## config.mk

```make
export PLATFORM = sky130hd
export DESIGN_NAME = shift_issue_stage_flat
export DESIGN_NICKNAME = d
export VERILOG_FILES = /design/src/rtl/shift_issue_stage_if.sv /design/src/rtl/shift_issue_stage.sv /design/src/flat_wrapper.sv
export SDC_FILE = /design/constraint.sdc
export NUM_CORES = 1
export LEC_CHECK = 0
export ABC_AREA = 0
export BUFFER_PORTS_ARGS = -buffer_cell sky130_fd_sc_hd__buf_2
export CORE_UTILIZATION = 45
export CTS_CLUSTER_DIAMETER = 80
export DETAILED_ROUTE_END_ITERATION = 8
export GPL_TIMING_DRIVEN = 1
export HOLD_SLACK_MARGIN = 0.15
export PLACE_DENSITY = 0.8
export SYNTH_ARGS = -nofsm -noshare
export SYNTH_HDL_FRONTEND = slang
export SYNTH_SLANG_ARGS = --single-unit
```

## constraint.sdc

```tcl
create_clock -name clk -period 1.8 [get_ports clk]
set_clock_uncertainty 0.15 [all_clocks]
set_input_delay 0.54 -clock clk [delete_from_list [all_inputs] [get_ports clk]]
set_output_delay 0.54 -clock clk [all_outputs]
set_load 0.01 [all_outputs]
```

## src/rtl/shift_issue_stage_if.sv

```systemverilog
// Handshake bundle between the decode/register-read side and the shifter.
// slave = issue stage view, master = producer/consumer (bench) view.
interface shift_issue_stage_if #(
  parameter int WIDTH = 16
);
  logic [WIDTH-1:0] instr;
  logic             instr_valid;
  logic             instr_ready;
  logic [WIDTH-1:0] rdest_data;
  logic [WIDTH-1:0] rsrc_data;
  logic [3:0]       op_code;
  logic [3:0]       op_ext;
  logic [3:0]       amount;
  logic [WIDTH-1:0] a_out;
  logic [3:0]       dest;
  logic             out_valid;
  logic             out_ready;

  modport slave (
    input  instr, instr_valid, rdest_data, rsrc_data, out_ready,
    output instr_ready, op_code, op_ext, amount, a_out, dest, out_valid
  );

  modport master (
    output instr, instr_valid, rdest_data, rsrc_data, out_ready,
    input  instr_ready, op_code, op_ext, amount, a_out, dest, out_valid
  );
endinterface

```

## src/rtl/shift_issue_stage.sv

```systemverilog
// Shift issue stage: decodes LSH/LSHI/LUI, two-entry (output + skid) in-order buffer.
// Optional macro SHIFT_ISSUE_PERF_EN adds a saturating consumed-shift counter.
module shift_issue_stage #(
  parameter int WIDTH = 16
) (
  input  logic                 clk,
  input  logic                 reset_n,
  shift_issue_stage_if.slave   bus
`ifdef SHIFT_ISSUE_PERF_EN
  ,
  output logic [15:0]          shift_count
`endif
);
  // Packed operation: {op_code, op_ext, amount, dest, a_out}
  localparam int OPW = 16 + WIDTH;

  logic [3:0]     w_opc;
  logic [3:0]     w_ext;
  logic           w_is_lui;
  logic           w_is_shift;
  logic [3:0]     w_amt;
  logic [WIDTH-1:0] w_a;
  logic [OPW-1:0] w_new_op;
  logic           w_accept;
  logic           w_push;
  logic           w_consume;
  logic           w_unused_bits;

  logic           r_out_valid;
  logic [OPW-1:0] r_out_op;
  logic           r_skid_full;
  logic [OPW-1:0] r_skid_op;

  assign w_opc      = bus.instr[15:12];
  assign w_ext      = bus.instr[7:4];
  assign w_is_lui   = (w_opc == 4'hF);
  assign w_is_shift = w_is_lui ||
                      ((w_opc == 4'h8) &&
                       ((w_ext == 4'h0) || (w_ext == 4'h1) || (w_ext == 4'h4)));

  always_comb begin
    w_amt = bus.instr[3:0];
    w_a   = bus.rdest_data;
    if (w_is_lui) begin
      w_amt = 4'd0;
      w_a   = {{(WIDTH-8){1'b0}}, bus.instr[7:0]};
    end else if (w_ext == 4'h4) begin
      w_amt = bus.rsrc_data[3:0];
    end
  end

  assign w_new_op      = {w_opc, w_ext, w_amt, bus.instr[11:8], w_a};
  assign w_unused_bits = ^bus.rsrc_data[WIDTH-1:4];

  // Non-shift instructions are still accepted, they just never enter the buffer.
  assign w_accept  = bus.instr_valid && !r_skid_full;
  assign w_push    = w_accept && w_is_shift;
  assign w_consume = r_out_valid && bus.out_ready;

  always_ff @(posedge clk or negedge reset_n) begin
    if (!reset_n) begin
      r_out_valid <= 1'b0;
      r_out_op    <= '0;
      r_skid_full <= 1'b0;
      r_skid_op   <= '0;
    end else if (w_consume || !r_out_valid) begin
      // Output slot frees up this cycle: skid has priority to keep order.
      if (r_skid_full) begin
        r_out_op    <= r_skid_op;
        r_out_valid <= 1'b1;
        r_skid_full <= 1'b0;
      end else if (w_push) begin
        r_out_op    <= w_new_op;
        r_out_valid <= 1'b1;
      end else begin
        r_out_valid <= 1'b0;
      end
    end else if (w_push) begin
      r_skid_op   <= w_new_op;
      r_skid_full <= 1'b1;
    end
  end

  assign bus.instr_ready = !r_skid_full;
  assign bus.out_valid   = r_out_valid;
  assign bus.op_code     = r_out_op[OPW-1 -: 4];
  assign bus.op_ext      = r_out_op[OPW-5 -: 4];
  assign bus.amount      = r_out_op[OPW-9 -: 4];
  assign bus.dest        = r_out_op[OPW-13 -: 4];
  assign bus.a_out       = r_out_op[WIDTH-1:0];

`ifdef SHIFT_ISSUE_PERF_EN
  logic [15:0] r_shift_count;

  always_ff @(posedge clk or negedge reset_n) begin
    if (!reset_n) begin
      r_shift_count <= 16'h0000;
    end else if (w_consume && (r_shift_count != 16'hFFFF)) begin
      r_shift_count <= r_shift_count + 16'd1;
    end
  end

  assign shift_count = r_shift_count;
`endif

endmodule

```

## src/flat_wrapper.sv

```systemverilog
// flat-port wrapper written by rule: the top's interface ports become plain ports
module shift_issue_stage_flat 
#(
  parameter int WIDTH = 16
)
  (clk, reset_n, bus_instr, bus_instr_valid, bus_rdest_data, bus_rsrc_data, bus_out_ready, bus_instr_ready, bus_op_code, bus_op_ext, bus_amount, bus_a_out, bus_dest, bus_out_valid);
  shift_issue_stage_if #(.WIDTH(WIDTH)) bus_i ();
  input  logic clk;
  input  logic reset_n;
  input wire logic [$bits(bus_i.instr)-1:0] bus_instr;
  input wire logic [$bits(bus_i.instr_valid)-1:0] bus_instr_valid;
  input wire logic [$bits(bus_i.rdest_data)-1:0] bus_rdest_data;
  input wire logic [$bits(bus_i.rsrc_data)-1:0] bus_rsrc_data;
  input wire logic [$bits(bus_i.out_ready)-1:0] bus_out_ready;
  output wire logic [$bits(bus_i.instr_ready)-1:0] bus_instr_ready;
  output wire logic [$bits(bus_i.op_code)-1:0] bus_op_code;
  output wire logic [$bits(bus_i.op_ext)-1:0] bus_op_ext;
  output wire logic [$bits(bus_i.amount)-1:0] bus_amount;
  output wire logic [$bits(bus_i.a_out)-1:0] bus_a_out;
  output wire logic [$bits(bus_i.dest)-1:0] bus_dest;
  output wire logic [$bits(bus_i.out_valid)-1:0] bus_out_valid;
  assign bus_i.instr = bus_instr;
  assign bus_i.instr_valid = bus_instr_valid;
  assign bus_i.rdest_data = bus_rdest_data;
  assign bus_i.rsrc_data = bus_rsrc_data;
  assign bus_i.out_ready = bus_out_ready;
  assign bus_instr_ready = bus_i.instr_ready;
  assign bus_op_code = bus_i.op_code;
  assign bus_op_ext = bus_i.op_ext;
  assign bus_amount = bus_i.amount;
  assign bus_a_out = bus_i.a_out;
  assign bus_dest = bus_i.dest;
  assign bus_out_valid = bus_i.out_valid;
  shift_issue_stage #(.WIDTH(WIDTH)) u_core (.clk(clk), .reset_n(reset_n), .bus(bus_i));
endmodule
```

==> results.py <==
metrics = {
    "cts": {
        "cts-root-buf": "clkbuf_8",
        "clk_pin_slew_ps": 80,
        "insertion_delay_ps": 340,
        "cts_tree": "built",
        "ctsHtreeMaxLevel": 3,
        "cts_max_path_buffers": 2,
        "cts.sinks": 66,
        "cts_buffers": 9,
    },
    "setup_path": {
        "crit_path_end": "u_core.r_out_op[27]",
        "crit_start": "bus_instr[12]",
        "required_ps": 1870,
        "reg2reg_depth": 4,
        "r2r_end": "u_core.r_out_op[27]",
        "r2r_slack_ps": 40,
        "slowest_stage": "or4b_4",
        "cpPeakStageDelay_ps": 550,
        "critical_path_buf_inv_count": 2,
        "cp-end-kind": "register",
        "critPathKind": "primary input to register",
        "startpoint_type": "primary input",
        "path_delay_family": "simple AND/OR/NAND/NOR gates",
        "worst-path-stages": 6,
        "cp_max_fo": 23,
        "r2r-start": "u_core.r_skid_full",
        "critPathArrivalTime_ps": 1990,
        "crit_chain": "buf_6 -> or4b_4 -> o211ai_2 -> o211ai_4 -> buf_12 -> mux2_4",
    },
    "floorplan": {
        "rows": 30,
        "die_h_um": 85.9,
        "num_io_pins": 86,
        "die-area_um2": 7370,
        "fp.dieW_um": 85.9,
        "start_util_pct": 46.6,
        "core_um2": 6790,
    },
    "finish": {
        "final_cell_mix": "buf_2 (72), dfrtp_1 (66), mux2_2 (57)",
        "final_common_cell": "buf_2",
        "syn_to_final_growth_pct": 29.6,
        "drive_gt1_share_pct": 55.0,
        "finalNetCount": 405,
        "n_antenna_cell": 0,
        "fin_cells": 454,
        "utilization_pct": 60.4,
    },
    "status": {
        "violations": "setup timing",
        "status": "finished with violations",
    },
    "timing": {
        "tightest_slew_ps": 370,
        "setup_viol": 55,
        "fmax_mhz": 521,
        "slew_headroom_pct": 75.3,
        "fin_crit_sh_pct": 107,
        "drv_slew": 0,
        "period_needed_ps": 1920,
        "setup-tns-final_ps": -3850,
        "layout_setup_ws_ps": -118,
        "hold_viol": 0,
        "rsz0062_at_grt": "yes",
    },
    "placement": {
        "place_ws_ps": -487,
        "placed_cells": 430,
        "gp_congestion": 0.780,
        "hpwl_mm": 4.65,
        "numPortBuffers": 73,
    },
    "routing": {
        "ant_nets": 0,
        "drc": 0,
        "vias_per_cell": 5.01,
        "wire_per_inst_um": 15.6,
        "drt_iter0_drc": 155,
        "vias": 2274,
        "totalWireLength_mm": 7.09,
        "first_pass_iters": 4,
    },
    "logic_synthesis": {
        "ys_seq_area_share_pct": 52.2,
        "synth.area.top_cells": "dfrtp_1 (52%), mux2_2 (20%), mux2i_1 (8.9%)",
        "ys_types": 25,
        "ys_ff_latch": 66,
        "synth_area_um2": 3160,
        "synthCells": 244,
        "syn_avg_cell_area_um2": 13.0,
        "yosys_warnings": 0,
        "synth_top_area_share_pct": 52.2,
        "syn_nets": 296,
        "synth_top_cell_by_area": "dfrtp_1",
    },
    "global_routing": {
        "grt_pass1_vias": 2365,
        "antenna_found_initial": 0,
        "grt_pass1_wl_mm": 11.2,
        "grt_max_degree": 67,
        "track_usage_pct": 20.1,
        "gr-total-overflow": 0,
    },
    "job": {
        "cap_violations": 0,
    },
    "pwr": {
        "leakage_nw": 2.22,
        "p_per_area_nw_per_um2": 929,
        "worst_ir_drop_vdd_uv": 464,
        "power_mw": 3.81,
    },
    "min_path": {
        "hold_path.class": "primary input to register",
        "whs_path_depth": 2,
    },
}
## layout make-up
| cell class | count | area [µm²] |
|---|---|---|
| Fill cell | 545 | 2690 |
| Sequential cell | 66 | 1650 |
| Multi-Input combinational cell | 148 | 1360 |
| Timing Repair Buffer | 111 | 719 |
| Clock buffer | 11 | 131 |
| Tap cell | 96 | 120 |
| Inverter | 17 | 63.8 |
| Clock inverter | 5 | 55.1 |
## layer usage
layer	global-route usage, %	wire length [µm]
met1	24.7	3050
met2	32.7	3480
met3	6.93	388
met4	7.73	173
met5	0	0
## how the worst min path moves through the flow
stage	startpoint	endpoint	slack [ps]
2_1_floorplan	reset_n	u_core.bus.out_valid	90
3_3_place_gp	u_core.r_skid_op[31]	u_core.r_skid_op[31]	300
3_5_place_dp	u_core.r_skid_op[31]	u_core.r_skid_op[31]	320
4_1_cts	bus_instr[10]	u_core.r_skid_op[18]	290
5_1_grt	bus_instr[10]	u_core.r_skid_op[18]	290
6_report	bus_instr[10]	u_core.r_skid_op[18]	290
## cells in the mapped netlist
| cell type | count |
|---|---|
| mux2i_1 | 28 |
| clkbuf_1 | 5 |
| and4_1 | 1 |
| o211ai_4 | 1 |
| nor4b_2 | 1 |
| nand4_2 | 1 |
| nand2_1 | 23 |
| o21ai_2 | 1 |
| mux2_2 | 57 |
| or4b_4 | 1 |
| o31ai_1 | 4 |
| buf_2 | 2 |
| inv_1 | 16 |
| a21oi_1 | 1 |
| inv_2 | 1 |
| buf_6 | 5 |
| dfrtp_1 | 66 |
| o211ai_2 | 1 |
| nand3_2 | 1 |
| a211o_1 | 1 |
| buf_1 | 1 |
| nand2b_1 | 2 |
| o21ai_0 | 10 |
| nor2_1 | 6 |
| mux2_4 | 8 |
## power by group
| part | total (mW) | internal (mW) | leakage, nW | switching [mW] |
|---|---|---|---|---|
| Clock | 1.20 | 0.636 | 0.0893 | 0.568 |
| Sequential | 1.83 | 1.71 | 0.800 | 0.119 |
| Combinational | 0.774 | 0.411 | 1.33 | 0.363 |
## cells by family after synthesis
family | count (synthesis) | share of synthesized area (%)
flops | 66 | 52.2
mux | 93 | 32.9
buf+inv | 30 | 4.82
simple gates | 36 | 5.73
compound gates | 19 | 4.31
## flip-flops by register name, indices dropped and copies added, names as in the netlist
name / flops
u_core.bus.out_valid: 1
u_core.r_out_op: 32
u_core.r_skid_op: 32
u_core.r_skid_full: 1
## what timing repair did
item                       CTS  global route
setup buffers                0             7
resized for setup            5             2
hold endpoints to repair    66             0
pin swaps                    0             0
hold buffers                 1             0
setup endpoints to repair   58            58
## per-stage QoR
stage,instance area (µm²),hold slack [ps]
4_1_cts,4040,287
3_3_place_gp,3820,299
5_1_grt,4100,292
3_5_place_dp,3820,316
6_report,4100,291
2_1_floorplan,3170,94.4
No activity file was read; power rests on OpenSTA's default activity.
